`config.mk`:
```
export PLATFORM = sky130hd
export DESIGN_NAME = johnson_seq_decoder
export DESIGN_NICKNAME = d
export VERILOG_FILES = /design/src/rtl/johnson_seq_decoder.sv
export SDC_FILE = /design/constraint.sdc
export NUM_CORES = 1
export LEC_CHECK = 0
export CAP_MARGIN = 20
export CELL_PAD_IN_SITES_DETAIL_PLACEMENT = 0
export CELL_PAD_IN_SITES_GLOBAL_PLACEMENT = 1
export CORE_MARGIN = 4
export CORE_UTILIZATION = 31
export CTS_CLUSTER_SIZE = 16
export DETAILED_ROUTE_END_ITERATION = 12
export GPL_TIMING_DRIVEN = 0
export PLACE_DENSITY = 0.66
export REMOVE_ABC_BUFFERS = 1
export SLEW_MARGIN = 20
export SYNTH_ARGS = -nofsm -noshare
export SYNTH_HDL_FRONTEND = slang
export SYNTH_SLANG_ARGS = --single-unit
```
`constraint.sdc`:
```
create_clock -name clk -period 6.2 [get_ports clk]
set_clock_uncertainty 0.05 [all_clocks]
set_input_delay 1.24 -clock clk [delete_from_list [all_inputs] [get_ports clk]]
set_output_delay 1.24 -clock clk [all_outputs]
set_load 0.005 [all_outputs]
```
`src/rtl/johnson_seq_decoder.sv`:
```
// johnson_seq_decoder: decodes a sampled Johnson counter code to a phase and checks the shift sequence.
module johnson_seq_decoder #(
    parameter int N = 5,
    parameter int LOCK_CNT = 3,
    parameter int ERR_W = 8,
    localparam int PW = $clog2(2 * N),
    localparam int CW = $clog2(LOCK_CNT + 1)
) (
    input  logic             clk,
    input  logic             rst,
    input  logic             en,
    input  logic [N-1:0]     q_in,
    output logic [PW-1:0]    phase,
    output logic [2*N-1:0]   phase_oh,
    output logic             legal,
    output logic             locked,
    output logic             seq_err,
    output logic [ERR_W-1:0] err_count
);
    typedef enum logic [1:0] {UNLOCK, TRACK, LOCKED} state_t;
    state_t state, state_d;
    logic [CW-1:0] cnt, cnt_d;
    logic [PW-1:0] exp_idx, exp_d, pc, idx, nxt;
    logic [N-1:0] low;
    logic is_legal, mismatch;
    // Folding the msb=1 half onto the msb=0 half: legal codes become a run of low ones.
    always_comb begin
        pc = '0;
        for (int i = 0; i < N; i++) pc = pc + PW'(q_in[i]);
        low = q_in[N-1] ? ~q_in : q_in;
        is_legal = (low & (low + N'(1))) == '0;
        idx = q_in[N-1] ? PW'(2 * N) - pc : pc;
        nxt = (idx == PW'(2 * N - 1)) ? '0 : idx + PW'(1);
    end
    always_comb begin
        state_d = state;
        cnt_d = cnt;
        exp_d = exp_idx;
        mismatch = 1'b0;
        case (state)
            UNLOCK: begin
                if (is_legal) begin
                    state_d = TRACK;
                    cnt_d = CW'(1);
                    exp_d = nxt;
                end
            end
            TRACK: begin
                if (!is_legal) begin
                    state_d = UNLOCK;
                    cnt_d = '0;
                end else if (idx == exp_idx) begin
                    cnt_d = cnt + CW'(1);
                    exp_d = nxt;
                    if (cnt_d == CW'(LOCK_CNT)) state_d = LOCKED;
                end else begin
                    cnt_d = CW'(1);
                    exp_d = nxt;
                end
            end
            default: begin
                if (is_legal && idx == exp_idx) begin
                    exp_d = nxt;
                end else begin
                    mismatch = 1'b1;
                    state_d = is_legal ? TRACK : UNLOCK;
                    cnt_d = is_legal ? CW'(1) : '0;
                    exp_d = is_legal ? nxt : exp_idx;
                end
            end
        endcase
    end
    always_ff @(posedge clk) begin
        if (rst) begin
            state <= UNLOCK;
            cnt <= '0;
            exp_idx <= '0;
            phase <= '0;
            phase_oh <= '0;
            legal <= 1'b0;
            seq_err <= 1'b0;
            err_count <= '0;
        end else if (en) begin
            state <= state_d;
            cnt <= cnt_d;
            exp_idx <= exp_d;
            phase <= is_legal ? idx : phase;
            phase_oh <= is_legal ? (2 * N)'(1) << idx : '0;
            legal <= is_legal;
            seq_err <= mismatch;
            err_count <= (mismatch && err_count != '1) ? err_count + ERR_W'(1) : err_count;
        end else begin
            seq_err <= 1'b0;
        end
    end
    assign locked = state == LOCKED;
endmodule

```
==> impl_results.md, run 1 <==
- Placed insts: 315
- Worst Max-Slew Pin Slew: 0.857 ns
- Setup TNS Final: 0 ns
- Drt pass-1 iters: 4
- Hold Vio Cnt, Final: 0
- DR vias: 1633
- Clock-pin transition on the worst setup and hold timing paths: 0.06 ns
- Pint: 0.341 mW
- Gr usage total: 0.128
- Leakage: 0.817 nW
- Final core utilization: 0.389
- Maximum fanout along the worst path: 14
- Synth-to-Final Area Change: 22.0%
- Synth top area cells: dfxtp_1 (34%), nor2_1 (5.4%), a21oi_1 (4.8%)
- Largest net degree at the start of global routing: 40
- RSZ-0062 raised after global routing: false
- Kind of critical path: in -> reg
- Synth Flop Type: dfxtp_1
- MaxCap Viol Count: 0
- CTS tree: yes
- HPWL after DPL: 2.98 mm
- Clock sink count: 32
- Peak supply drop: 0.0000856 V
- DRC: 0
- Synth cell count leaders: dfxtp_1 (32), nor2_1 (27), nand2_1 (20)
- Largest area contributor in the netlist: dfxtp_1
- Boundary Pins: 33
- Cts hold-fix bufs: 0
- Vias per inst: 5.07
- Final Cell Area: 2290 sq um
- CP Launch Type: input pin
- Post-CTS sizing: 0
- Final period utilization: 0.870
- Antenna violations before repair: 0
- Nets: 264
- Post-synth top area share: 0.342
- Power per cell area: 219 nW/um^2
- Row cnt: 28
- Most common cell in the netlist: dfxtp_1
- Class of the worst hold path: reg -> reg
- Vias in the first global route: 1549
- Net Sw Frac: 0.319
- Avg Cell Area, Syn: 8.45 sq um
- IO Port Bufs: 32
- Clock Latency Late Sink: 0.28 ns
- Setup Viol. Count Final: 0
- Starting DRC count in detailed routing: 45
- Fin cells: 322
- Minimum clock period: 5.39 ns
- Routed Antenna Nets: 0
- CTS Buf Count: 5
- Fmax: 0.185 GHz
- Number of fill cells: 614
- Crit end category: flip-flop
- Library cells used by synthesis: 42
- WP data required: 6.32 ns
- Clock network fraction of total power: 0.299
- Post-DP Area: 2210 sq um
- Avg WL per Cell: 13.6 microns
- Initial Util: 0.319
- H-tree lvl count: 2
- Part of the Yosys area used for sequential elements: 0.342
- Post-synthesis instance total: 222
- Routability Congestion: 0.709
- EDFF count, synth: 0
- Seq cells post-synth: 32
- Share of cells above drive strength 1: 0.0891
- Worst slew margin: 0.429
- Overall power: 0.501 mW
- Clock Path Buffers: 2
- Reg power frac: 0.438
- Clock root buffer: clkbuf_8
- Post-synthesis cell area: 1880 sq um
- Total global routing overflow: 0
- Die height: 85.8 microns
- Antenna cells: 0
- Ys Warns: 0
- Pre-CTS WS: 0.511 ns
- Core area: 5890 sq um
- Slew Limit Fails: 0
- NetSw: 0.160 mW
- Async set-reset flop share out of synthesis: 0
- Global-route wire length before repair: 7.67 mm
- Gate power share: 0.263
- PnR worst setup slack: 0.809 ns
- Status: completed
- DRT Wirelength: 4.37 mm
- Crit path arrival time: 5.51 ns
- Die X: 85.8 microns
- DIE AREA: 7360 sq um
- Final hold slack: 0.412 ns
- Post-CTS Setup Repair Bufs: 0
-- flip-flops by register name, summed over array words and instances (netlist names) --
name,count
phase,4
phase_oh,10
seq_err,1
err_count,8
legal,1
cnt,2
state,2
exp_idx,4
-- path summary, 6_finish.rpt --
kind / start / end / slack (ns) / cells past startpoint
setup / recovery: q_in[0] / err_count[0] / 0.81 / 10
hold / removal: phase_oh[8] / phase_oh[8] / 0.41 / 2
setup reg to reg: exp_idx[3] / err_count[0] / 3.88 / 5
hold reg to reg: phase_oh[8] / phase_oh[8] / 0.41 / 2
-- worst max-delay path, cell delays in order --
cell and delay (ns):
clkdlybuf4s50_1 0.58, inv_1 0.09, fa_1 0.49, fa_1 0.82, fa_1 0.54, mux2i_2 0.37, xnor2_1 0.18, nor4_4 0.64
a21oi_1 0.24, mux2_2 0.32
-- layout by cell type (no fill, tap or decap), types with 4 or more instances in the layout --
master,count
a211oi_1,10
a21oi_1,18
clkbuf_8,5
clkdlybuf4s50_1,31
dfxtp_1,32
ha_1,6
inv_1,13
mux2_2,4
mux2i_1,4
nand2_1,20
nand3_1,6
nand4_1,11
nor2_1,27
nor2b_1,10
o21ai_0,4
-- logic make-up after synthesis --
logic type,after synthesis,share of synthesized area
xor gates and xnor gates,2,0.00934
muxes,12,0.0767
AOI/OAI and AO/OA,52,0.195
DFF,32,0.342
adders and majority gates,9,0.0720
buffers and inverters,27,0.0654
and+or+nand+nor,88,0.239
-- power by group through the flow --
stage | combinational (mW) | clock [mW] | sequential, mW
global placement | 0.134 | 0 | 0.224
finish | 0.132 | 0.150 | 0.219
floorplan | 0.0892 | 0 | 0.224
detailed placement | 0.133 | 0 | 0.224
global route | 0.151 | 0.169 | 0.221
CTS | 0.134 | 0.158 | 0.219
-- layout make-up --
cell class | instances | area, sq um | area share
Multi-Input combinational cell | 163 | 1110 | 0.486
Timing Repair Buffer | 32 | 315 | 0.138
Sequential cell | 32 | 641 | 0.280
Clock inverter | 1 | 5.00 | 0.00219
Clock buffer | 6 | 72.6 | 0.0317
Inverter | 13 | 48.8 | 0.0213
Tap cell | 75 | 93.8 | 0.0410
-- layer usage --
layer / track usage / vias up / part of all wire
met5: 0 / - / 0
met1: 0.183 / 761 / 0.54
met2: 0.190 / 26 / 0.42
met4: 0.0432 / 0 / 0.015
met3: 0.0279 / 5 / 0.033
li1: - / 841 / -
Power figures use the tool's default switching activity.
==> inputs of run 2 (changes only) <==
--- a/config.mk
+++ b/config.mk
@@ -12,8 +12,9 @@
 export CORE_UTILIZATION = 31
 export CTS_CLUSTER_SIZE = 16
 export DETAILED_ROUTE_END_ITERATION = 12
+export DONT_BUFFER_PORTS = 1
 export GPL_TIMING_DRIVEN = 0
-export PLACE_DENSITY = 0.66
+export PLACE_DENSITY = 0.57
 export REMOVE_ABC_BUFFERS = 1
 export SLEW_MARGIN = 20
 export SYNTH_ARGS = -nofsm -noshare
==> run 2 against run 1 <==
  * Worst setup slack improved by 0.63 ns
  * Critical path depth fell by 1
  * Flip-flop and latch count did not move
  * Core utilization fell by 5.1 points
  * Sequential power barely moved
  * Sequential share of layout area rose by 4.2 points
  * Total power fell by 0.24%
  * Count of clock-buffer cells in the layout fell by 1
  * First-iteration DRC count rose by 36%
  * Hold slack improved by 0.014 ns
  * Via count fell by 7.7%
  * Critical path type unchanged
  * Largest power group unchanged
==> impl_results.md, run 2 (synthesized netlist as in run 1, its figures left out) <==
- Power per cell area: 251 nW/um^2 (was 219 nW/um^2)
- Routed Antenna Nets: 0 (unchanged)
- Max reg flops: 10 (unchanged)
- Post-DP Area: 1900 sq um (was 2210 sq um)
- Boundary Pins: 33 (unchanged)
- Final Cell Area: 1990 sq um (was 2290 sq um)
- Share of cells above drive strength 1: 0.106 (was 0.0891)
- HPWL after DPL: 3.05 mm (was 2.98 mm)
- Kind of critical path: in -> reg (unchanged)
- Commonest non-fill, non-tap cells in the layout: dfxtp_1 (32), nor2_1 (27), nand2_1 (20) (was dfxtp_1 (32), clkdlybuf4s50_1 (31), nor2_1 (27))
- Vias per inst: 5.18 (was 5.07)
- Clock Path Buffers: 2 (unchanged)
- Commonest non-fill, non-tap cell in the layout: dfxtp_1 (unchanged)
- Final period utilization: 0.769 (was 0.870)
- Maximum fanout along the worst path: 14 (unchanged)
- Synth-to-Final Area Change: 6.00% (was 22.0%)
- DRT Wirelength: 4.45 mm (was 4.37 mm)
- Worst Max-Slew Pin Slew: 0.870 ns (was 0.857 ns)
- Nets: 232 (was 264)
- DIE AREA: 7360 sq um (unchanged)
- Die height: 85.8 microns (unchanged)
- MaxCap Viol Count: 0 (unchanged)
- Leakage: 0.703 nW (was 0.817 nW)
- WP data required: 6.33 ns (was 6.32 ns)
- Antenna cells: 0 (unchanged)
- Minimum clock period: 4.77 ns (was 5.39 ns)
- Status: completed (unchanged)
- Clock root buffer: clkbuf_8 (unchanged)
- Crit path arrival time: 4.90 ns (was 5.51 ns)
- Setup Viol. Count Final: 0 (unchanged)
- Core area: 5890 sq um (unchanged)
- Hold Vio Cnt, Final: 0 (unchanged)
- CP Launch Type: input pin (unchanged)
- Clock Latency Late Sink: 0.29 ns (was 0.28 ns)
- Slew Limit Fails: 0 (unchanged)
- DR vias: 1507 (was 1633)
- Largest reg by FF count: phase_oh (unchanged)
- Post-CTS Setup Repair Bufs: 0 (unchanged)
- Largest registers: phase_oh (10), err_count (8) (unchanged)
- Clock-pin transition on the worst setup and hold timing paths: 0.07 ns (was 0.06 ns)
- Peak supply drop: 0.000123 V (was 0.0000856 V)
- Post-CTS sizing: 0 (unchanged)
- Worst slew margin: 0.415 (was 0.429)
- Clock sink count: 32 (unchanged)
- Starting DRC count in detailed routing: 61 (was 45)
- Avg WL per Cell: 15.3 microns (was 13.6 microns)
- Largest net degree at the start of global routing: 40 (unchanged)
- Vias in the first global route: 1509 (was 1549)
- Row cnt: 28 (unchanged)
- H-tree lvl count: 2 (unchanged)
- Routability Congestion: 0.744 (was 0.709)
- CTS tree: yes (unchanged)
- Gr usage total: 0.131 (was 0.128)
- Class of the worst hold path: reg -> reg (unchanged)
- Overall power: 0.500 mW (was 0.501 mW)
- Fmax: 0.210 GHz (was 0.185 GHz)
- Die X: 85.8 microns (unchanged)
- DRC: 0 (unchanged)
- RSZ-0062 raised after global routing: false (unchanged)
- Antenna violations before repair: 0 (unchanged)
- Drt pass-1 iters: 4 (unchanged)
- Crit end category: flip-flop (unchanged)
- Setup TNS Final: 0 ns (unchanged)
- Global-route wire length before repair: 7.69 mm (was 7.67 mm)
- IO Port Bufs: 0 (was 32)
- CTS Buf Count: 5 (unchanged)
- Initial Util: 0.319 (unchanged)
- Total global routing overflow: 0 (unchanged)
- Cts hold-fix bufs: 0 (unchanged)
[run 2: worst paths after layout]
kind	from	cells past startpoint	end	slack [ns]
max	q_in[0]	9	err_count[0]	1.43
min	exp_idx[2]	2	exp_idx[2]	0.43
max reg2reg	exp_idx[3]	5	err_count[0]	3.83
min reg2reg	exp_idx[2]	2	exp_idx[2]	0.43
[run 2: final cells by class]
type / count / area (sq um)
Inverter: 13 / 48.8
Fill cell: 637 / 3900
Clock buffer: 5 / 68.8
Sequential cell: 32 / 641
Multi-Input combinational cell: 163 / 1110
Clock inverter: 3 / 23.8
Tap cell: 75 / 93.8
[run 2: through the flow]
stage / util / hold WS [ns] / setup WS [ns] / cells
after detailed placement: 0.322 / 0.414 / 1.09 / 283
after floorplan: - / 0.389 / 1.58 / 208
after CTS: 0.338 / 0.425 / 1.35 / 291
final: 0.338 / 0.427 / 1.43 / 291
after global placement: 0.322 / 0.414 / 1.08 / 283
after global routing: 0.338 / 0.458 / 1.10 / 291
[run 2: where the power goes]
part	switching, mW	internal [mW]	total [mW]
registers	0.00658	0.214	0.221
clock network	0.0882	0.0795	0.168
logic	0.0714	0.0401	0.112
total	0.166	0.334	0.500
[run 2: critical path, cell delays in order]
cell and delay [ns]:
inv_1 0.03, fa_1 0.49, fa_1 0.82, fa_1 0.54, mux2i_2 0.36, xnor2_1 0.16, nor4_4 0.67, a21oi_1 0.25
mux2_2 0.33
[run 2: layer usage]
metal	up-vias	share of wire	GRT usage
li1	777	-	-
met1	696	0.50	0.178
met2	29	0.43	0.195
met3	5	0.057	0.0432
met4	0	0.013	0.0432
met5	-	0	0
